$ cat src/rtl/id_queue_stage.sv
// Decode stage between fetch and execute: a DEPTH-entry FIFO of {pc, instr} pairs whose
// head is decoded into one-hot control vectors and held in a valid/ready output register.
module id_queue_stage #(
  parameter int unsigned XLEN  = 64,
  parameter int unsigned DEPTH = 4,
  parameter bit          EN_M  = 1'b1
) (
  input  logic            clk_i,
  input  logic            rst_i,
  input  logic            flush_i,
  input  logic            F_valid_i,
  output logic            F_ready_o,
  input  logic [31:0]     F_instr_i,
  input  logic [XLEN-1:0] F_pc_i,
  input  logic            E_ready_i,
  output logic            D_valid_o,
  output logic [XLEN-1:0] D_pc_o,
  output logic [4:0]      D_rs1_o,
  output logic [4:0]      D_rs2_o,
  output logic [4:0]      D_dstE_o,
  output logic            D_need_dstE_o,
  output logic [10:0]     D_epcode_o,
  output logic [17:0]     D_ALU_op_o,
  output logic [5:0]      D_branch_op_o,
  output logic [3:0]      D_store_op_o,
  output logic [6:0]      D_load_op_o,
  output logic [XLEN-1:0] D_imme_o,
  output logic            D_sel_reg_o,
  output logic            D_word_o,
  output logic            D_illegal_o
);

  localparam int unsigned PtrW = $clog2(DEPTH);
  localparam int unsigned CntW = $clog2(DEPTH + 1);
  localparam bit          Rv64 = (XLEN == 64);

  localparam logic [6:0] OpBranch = 7'b1100011;
  localparam logic [6:0] OpJal    = 7'b1101111;
  localparam logic [6:0] OpJalr   = 7'b1100111;
  localparam logic [6:0] OpStore  = 7'b0100011;
  localparam logic [6:0] OpLoad   = 7'b0000011;
  localparam logic [6:0] OpAlur   = 7'b0110011;
  localparam logic [6:0] OpAlurw  = 7'b0111011;
  localparam logic [6:0] OpAlui   = 7'b0010011;
  localparam logic [6:0] OpAluiw  = 7'b0011011;
  localparam logic [6:0] OpLui    = 7'b0110111;
  localparam logic [6:0] OpAuipc  = 7'b0010111;

  typedef struct packed {
    logic [XLEN-1:0] pc;
    logic [4:0]      rs1;
    logic [4:0]      rs2;
    logic [4:0]      dst;
    logic            need_dst;
    logic [10:0]     epcode;
    logic [17:0]     alu_op;
    logic [5:0]      br_op;
    logic [3:0]      st_op;
    logic [6:0]      ld_op;
    logic [XLEN-1:0] imm;
    logic            sel_reg;
    logic            word;
    logic            illegal;
  } dec_t;

  logic [XLEN-1:0] pc_mem    [DEPTH];
  logic [31:0]     instr_mem [DEPTH];
  logic [PtrW-1:0] wr_ptr_q, rd_ptr_q;
  logic [CntW-1:0] count_q;
  logic            out_valid_q;
  dec_t            out_q, dec;
  logic            push, pop;

  logic [31:0] head;
  logic [6:0]  opc, f7;
  logic [2:0]  f3;
  logic        sh_ok, sh_ar_ok, legal;
  logic [31:0] imm32;

  assign F_ready_o = (count_q != CntW'(DEPTH));
  assign push      = F_valid_i & F_ready_o;
  assign pop       = (count_q != '0) & (~out_valid_q | E_ready_i);

  assign head = instr_mem[rd_ptr_q];
  assign opc  = head[6:0];
  assign f3   = head[14:12];
  assign f7   = head[31:25];
  // RV64 immediate shifts carry a 6-bit shamt, so bit 25 belongs to the shift amount.
  assign sh_ok    = Rv64 ? (head[31:26] == 6'b000000) : (f7 == 7'b0000000);
  assign sh_ar_ok = Rv64 ? (head[31:26] == 6'b010000) : (f7 == 7'b0100000);

  always_comb begin
    dec     = '0;
    dec.pc  = pc_mem[rd_ptr_q];
    dec.rs1 = head[19:15];
    dec.rs2 = head[24:20];
    dec.dst = head[11:7];
    imm32   = '0;
    legal   = 1'b1;
    case (opc)
      OpBranch: begin
        dec.epcode[0] = 1'b1;
        imm32 = {{19{head[31]}}, head[31], head[7], head[30:25], head[11:8], 1'b0};
        case (f3)
          3'b000:  dec.br_op[0] = 1'b1;
          3'b001:  dec.br_op[1] = 1'b1;
          3'b100:  dec.br_op[2] = 1'b1;
          3'b101:  dec.br_op[3] = 1'b1;
          3'b110:  dec.br_op[4] = 1'b1;
          3'b111:  dec.br_op[5] = 1'b1;
          default: legal = 1'b0;
        endcase
      end
      OpJal: begin
        dec.epcode[1] = 1'b1;
        imm32 = {{11{head[31]}}, head[31], head[19:12], head[20], head[30:21], 1'b0};
      end
      OpJalr: begin
        dec.epcode[2] = 1'b1;
        imm32 = {{20{head[31]}}, head[31:20]};
        legal = (f3 == 3'b000);
      end
      OpStore: begin
        dec.epcode[3] = 1'b1;
        imm32 = {{20{head[31]}}, head[31:25], head[11:7]};
        case (f3)
          3'b000:  dec.st_op[0] = 1'b1;
          3'b001:  dec.st_op[1] = 1'b1;
          3'b010:  dec.st_op[2] = 1'b1;
          3'b011:  begin dec.st_op[3] = 1'b1; legal = Rv64; end
          default: legal = 1'b0;
        endcase
      end
      OpLoad: begin
        dec.epcode[4] = 1'b1;
        imm32 = {{20{head[31]}}, head[31:20]};
        case (f3)
          3'b000:  dec.ld_op[0] = 1'b1;
          3'b001:  dec.ld_op[1] = 1'b1;
          3'b010:  dec.ld_op[2] = 1'b1;
          3'b011:  begin dec.ld_op[3] = 1'b1; legal = Rv64; end
          3'b100:  dec.ld_op[4] = 1'b1;
          3'b101:  dec.ld_op[5] = 1'b1;
          3'b110:  begin dec.ld_op[6] = 1'b1; legal = Rv64; end
          default: legal = 1'b0;
        endcase
      end
      OpAlur: begin
        dec.epcode[5] = 1'b1;
        case (f7)
          7'b0000000: begin
            case (f3)
              3'b000:  dec.alu_op[0] = 1'b1;
              3'b001:  dec.alu_op[2] = 1'b1;
              3'b010:  dec.alu_op[3] = 1'b1;
              3'b011:  dec.alu_op[4] = 1'b1;
              3'b100:  dec.alu_op[5] = 1'b1;
              3'b101:  dec.alu_op[6] = 1'b1;
              3'b110:  dec.alu_op[8] = 1'b1;
              default: dec.alu_op[9] = 1'b1;
            endcase
          end
          7'b0100000: begin
            case (f3)
              3'b000:  dec.alu_op[1] = 1'b1;
              3'b101:  dec.alu_op[7] = 1'b1;
              default: legal = 1'b0;
            endcase
          end
          7'b0000001: begin
            legal = EN_M;
            case (f3)
              3'b000:  dec.alu_op[10] = 1'b1;
              3'b001:  dec.alu_op[11] = 1'b1;
              3'b010:  dec.alu_op[13] = 1'b1;
              3'b011:  dec.alu_op[12] = 1'b1;
              3'b100:  dec.alu_op[14] = 1'b1;
              3'b101:  dec.alu_op[15] = 1'b1;
              3'b110:  dec.alu_op[16] = 1'b1;
              default: dec.alu_op[17] = 1'b1;
            endcase
          end
          default: legal = 1'b0;
        endcase
      end
      OpAlurw: begin
        dec.epcode[6] = 1'b1;
        case ({f7, f3})
          {7'b0000000, 3'b000}: dec.alu_op[0] = 1'b1;
          {7'b0000000, 3'b001}: dec.alu_op[2] = 1'b1;
          {7'b0000000, 3'b101}: dec.alu_op[6] = 1'b1;
          {7'b0100000, 3'b000}: dec.alu_op[1] = 1'b1;
          {7'b0100000, 3'b101}: dec.alu_op[7] = 1'b1;
          default:              legal = 1'b0;
        endcase
        if (!Rv64) legal = 1'b0;
      end
      OpAlui: begin
        dec.epcode[7] = 1'b1;
        imm32 = {{20{head[31]}}, head[31:20]};
        case (f3)
          3'b000:  dec.alu_op[0] = 1'b1;
          3'b001:  begin dec.alu_op[2] = 1'b1; legal = sh_ok; end
          3'b010:  dec.alu_op[3] = 1'b1;
          3'b011:  dec.alu_op[4] = 1'b1;
          3'b100:  dec.alu_op[5] = 1'b1;
          3'b101: begin
            if (sh_ok)         dec.alu_op[6] = 1'b1;
            else if (sh_ar_ok) dec.alu_op[7] = 1'b1;
            else               legal = 1'b0;
          end
          3'b110:  dec.alu_op[8] = 1'b1;
          default: dec.alu_op[9] = 1'b1;
        endcase
      end
      OpAluiw: begin
        dec.epcode[8] = 1'b1;
        imm32 = {{20{head[31]}}, head[31:20]};
        case (f3)
          3'b000:  dec.alu_op[0] = 1'b1;
          3'b001:  begin dec.alu_op[2] = 1'b1; legal = (f7 == 7'b0000000); end
          3'b101: begin
            if (f7 == 7'b0000000)      dec.alu_op[6] = 1'b1;
            else if (f7 == 7'b0100000) dec.alu_op[7] = 1'b1;
            else                       legal = 1'b0;
          end
          default: legal = 1'b0;
        endcase
        if (!Rv64) legal = 1'b0;
      end
      OpLui: begin
        dec.epcode[9] = 1'b1;
        imm32 = {head[31:12], 12'b0};
      end
      OpAuipc: begin
        dec.epcode[10] = 1'b1;
        imm32 = {head[31:12], 12'b0};
      end
      default: legal = 1'b0;
    endcase

    dec.need_dst = |{dec.epcode[10:4], dec.epcode[2:1]};
    dec.word     = dec.epcode[6] | dec.epcode[8];
    dec.sel_reg  = ~dec.epcode[4];
    dec.imm      = XLEN'($signed(imm32));
    dec.illegal  = ~legal;
    if (!legal) begin
      dec.epcode   = '0;
      dec.alu_op   = '0;
      dec.br_op    = '0;
      dec.st_op    = '0;
      dec.ld_op    = '0;
      dec.need_dst = 1'b0;
      dec.imm      = '0;
      dec.word     = 1'b0;
      dec.sel_reg  = 1'b1;
    end
  end

  always_ff @(posedge clk_i) begin
    if (rst_i) begin
      count_q     <= '0;
      wr_ptr_q    <= '0;
      rd_ptr_q    <= '0;
      out_valid_q <= 1'b0;
      out_q       <= '0;
    end else if (flush_i) begin
      count_q     <= '0;
      wr_ptr_q    <= '0;
      rd_ptr_q    <= '0;
      out_valid_q <= 1'b0;
    end else begin
      if (push) wr_ptr_q <= wr_ptr_q + 1'b1;
      if (pop)  rd_ptr_q <= rd_ptr_q + 1'b1;
      case ({push, pop})
        2'b10:   count_q <= count_q + 1'b1;
        2'b01:   count_q <= count_q - 1'b1;
        default: count_q <= count_q;
      endcase
      if (pop) begin
        out_valid_q <= 1'b1;
        out_q       <= dec;
      end else if (E_ready_i) begin
        out_valid_q <= 1'b0;
      end
    end
  end

  // Storage needs no reset; a flushed or reset cycle must not write.
  always_ff @(posedge clk_i) begin
    if (push && !flush_i && !rst_i) begin
      pc_mem[wr_ptr_q]    <= F_pc_i;
      instr_mem[wr_ptr_q] <= F_instr_i;
    end
  end

  assign D_valid_o     = out_valid_q;
  assign D_pc_o        = out_q.pc;
  assign D_rs1_o       = out_q.rs1;
  assign D_rs2_o       = out_q.rs2;
  assign D_dstE_o      = out_q.dst;
  assign D_need_dstE_o = out_q.need_dst;
  assign D_epcode_o    = out_q.epcode;
  assign D_ALU_op_o    = out_q.alu_op;
  assign D_branch_op_o = out_q.br_op;
  assign D_store_op_o  = out_q.st_op;
  assign D_load_op_o   = out_q.ld_op;
  assign D_imme_o      = out_q.imm;
  assign D_sel_reg_o   = out_q.sel_reg;
  assign D_word_o      = out_q.word;
  assign D_illegal_o   = out_q.illegal;

endmodule

$ cat config.mk
export PLATFORM = sky130hd
export DESIGN_NAME = id_queue_stage
export DESIGN_NICKNAME = d
export VERILOG_FILES = /design/src/rtl/id_queue_stage.sv
export SDC_FILE = /design/constraint.sdc
export NUM_CORES = 1
export LEC_CHECK = 0
export CORE_ASPECT_RATIO = 1.1
export CORE_MARGIN = 5
export CORE_UTILIZATION = 30
export CTS_BUF_LIST = sky130_fd_sc_hd__clkbuf_16
export DETAILED_ROUTE_END_ITERATION = 10
export GPL_TIMING_DRIVEN = 0
export PLACE_DENSITY = 0.56
export SYNTH_ARGS = -nofsm -noshare
export SYNTH_HDL_FRONTEND = slang
export SYNTH_SLANG_ARGS = --single-unit
export TNS_END_PERCENT = 100
$ cat constraint.sdc
create_clock -name clk_i -period 4.74 [get_ports clk_i]
set_input_delay 0.474 -clock clk_i [delete_from_list [all_inputs] [get_ports clk_i]]
set_output_delay 0.474 -clock clk_i [all_outputs]
set_load 0.01 [all_outputs]
==> out/results.ini <==
[place]
place_ws_ns = 0.200
place_congestion = 0.857
placed_cells = 2544
port_buffers = 294
dp_hpwl_um = 40500

[timing]
finalHoldViolCount = 0
grt_setup_unrepaired = false
skew_ns = 0.0236
relSlewSlack_pct = 17.8
drv_slew = 0
max_freq_ghz = 0.264
finalCriticalPeriod_ns = 3.79
fin_ws_ns = 0.955
period_share_pct = 79.9
totalNegativeSetupSlack_ns = 0
worst_pin_slew_ns = 1.22
setup_viol = 0

[floorplan]
pin_count = 296
start_util_pct = 30.2
fp.dieArea_um2 = 74500
die_height_um = 286
core_um2 = 68700
dieWidth_um = 261
placement_rows = 101

[logic_synthesis]
ys_ff_latch = 555
synth_async_sr_flop_share_pct = 0
syn_area_um2 = 20700
synthTopCellsByArea = edfxtp_1 56%, dfxtp_1 17%, mux4_2 10%
synth.distinct_cells = 52
synthTopCellsByCount = 384 x edfxtp_1, 192 x nand2_1, 171 x dfxtp_1
postSynthNetCount = 1422
avgSynthCellArea_um2 = 15.8
synth-main-ff-cell = edfxtp_1
seq_area_frac_synth_pct = 72.1
syn_inst = 1315
synth_top_cell_area_share_pct = 55.6
yosysTopAreaCell = edfxtp_1
yosysWarnings = 0
yosysMostFrequentCell = edfxtp_1
synth_edf_count = 384

[clock_network]
clockRootBuffer = clkbuf_16
htree_levels = 2
cts_tree = yes
cts_max_path_buffers = 3
clock_latency_ns = 0.62
hold_buffers = 0
clk_pin_slew_ns = 0.06
cts.sinks = 555
cts_resized = 0
numCtsBuffers = 59
post_cts_buffers = 0

[pwr]
p_leak_nw = 8.76
p_per_area_nw_per_um2 = 393
p_int_mw = 8.17
clkPwrFrac_pct = 42.4
seqPwrFrac_pct = 50.1
pwr-share-comb_pct = 7.5
ir_drop_mv = 0.330
power_switching_share_pct = 22.9
switching_power_mw = 2.42
power.total_mw = 10.6

[layout]
n_fill_cell = 6434
final_nets = 1785
syn_to_final_growth_pct = 30.1
drive_gt1_share_pct = 14.9
final_cells = 2661

[detailed_routing]
viasPerCell = 4.70
dr_total_vias = 12500
routed_wl_um = 58100
wl_per_cell_um = 21.8
firstDrtPassIters = 4
first_iter_violations = 645
drtAntennaViolNets = 0
drc = 0

[grt]
grt_usage_pct = 15.3
grt_first_pass_wirelength_um = 85600
grt_antenna_before_repair = 10
grt_pass1_vias = 13200
grt_max_degree = 44
gr-total-overflow = 0

[outcome]
outcome = completed

[critical_path]
critical_path_class = flip-flop to flip-flop
crit_fanout = 10
crit_arrival_ns = 4.31
setup.worst_path.end_class = flip-flop
worstSetupStartpointType = flip-flop
required_ns = 5.26

[job]
drv_cap = 0

[worst_hold_path]
hold_path.class = flip-flop to flip-flop

path summary, 6_finish.rpt:
check / start / slack, ns / cells after the start / end
setup / recovery: count_q[2] / 0.95 / 8 / D_pc_o[1]
hold / removal: D_pc_o[9] / 0.45 / 2 / D_pc_o[9]
setup reg to reg: count_q[2] / 0.95 / 8 / D_pc_o[1]
hold reg to reg: D_pc_o[9] / 0.45 / 2 / D_pc_o[9]
per-stage QoR:
stage                     utilization (%)  hold WS, ns  instance area, µm²
after floorplan                         -        0.469               20700
after global placement               36.1        0.444               24800
after detailed placement             36.4        0.445               25100
after CTS                            39.2        0.430               27000
after global routing                 39.2        0.457               27000
final                                39.2        0.452               27000
cells in the final DEF (no fill, tap or decap), types with 11 or more instances in the layout:
cell type and instances:
edfxtp_1 384, clkdlybuf4s50_1 294, nand2_1 192, dfxtp_1 171, a21oi_1 98, mux4_2 94, clkbuf_16 60, nor2_1 53
clkbuf_1 52, a22o_1 34, buf_4 33, a22oi_1 30, inv_1 23, a21o_1 20, clkinv_2 16, nand3_1 14
buf_1 11
registers in the layout, summed over array words and instances (netlist names), 2 cells and up, named ones only:
name	cells
D_ALU_op_o	18
D_branch_op_o	6
D_dstE_o	5
D_epcode_o	11
D_imme_o	32
D_load_op_o	7
D_pc_o	64
D_rs1_o	5
D_rs2_o	5
D_store_op_o	4
count_q	3
instr_mem	128
pc_mem	256
rd_ptr_q	2
wr_ptr_q	2
per-layer routing:
layer | up-vias | global-route usage (%) | wire length, µm | share of wire, %
met5 | - | 0 | 27 | 0.046
met4 | 4 | 4.06 | 1500 | 2.6
met3 | 92 | 3.96 | 3920 | 6.7
met2 | 365 | 27.5 | 29900 | 51
met1 | 6314 | 18.1 | 22800 | 39
li1 | 5726 | - | - | -
cells by family after synthesis:
family	share of synthesized area [%]
and+or+nand+nor	6.85
xor gates and xnor gates	0.253
adders and majority gates	0.398
muxes	10.5
DFF	72.1
buffers and inverters	3.08
AOI/OAI and AO/OA	6.84
critical path, stage by stage, from the launching register on:
cell	delay, ns
dfxtp_1	0.37
nor3_1	0.09
a21oi_1	0.42
nor2b_1	0.63
clkbuf_1	0.73
buf_1	0.65
buf_1	0.48
nand2_1	0.16
a21oi_1	0.16
final cells by class:
class | instances | area [µm²] | area share (%)
diodes | 5 | 12.5 | 0.0464
multi-input cells | 639 | 5150 | 19.1
well taps | 927 | 1160 | 4.30
plain buffers | 109 | 594 | 2.20
clock inverters | 52 | 402 | 1.49
flip-flops and latches | 555 | 15000 | 55.4
inverters | 12 | 45.0 | 0.167
repair buffers | 302 | 3150 | 11.7
clock buffers | 60 | 1500 | 5.57
power groups by stage:
stage               registers, mW  logic [mW]  clock network [mW]
finish                       5.31       0.798                4.49
global placement             5.41       0.793                   0
floorplan                    5.43       0.373                   0
CTS                          5.31       0.820                4.64
detailed placement           5.41       0.815                   0
global route                 5.31       0.866                4.84
Note: power is estimated with default switching activity, not from simulation.
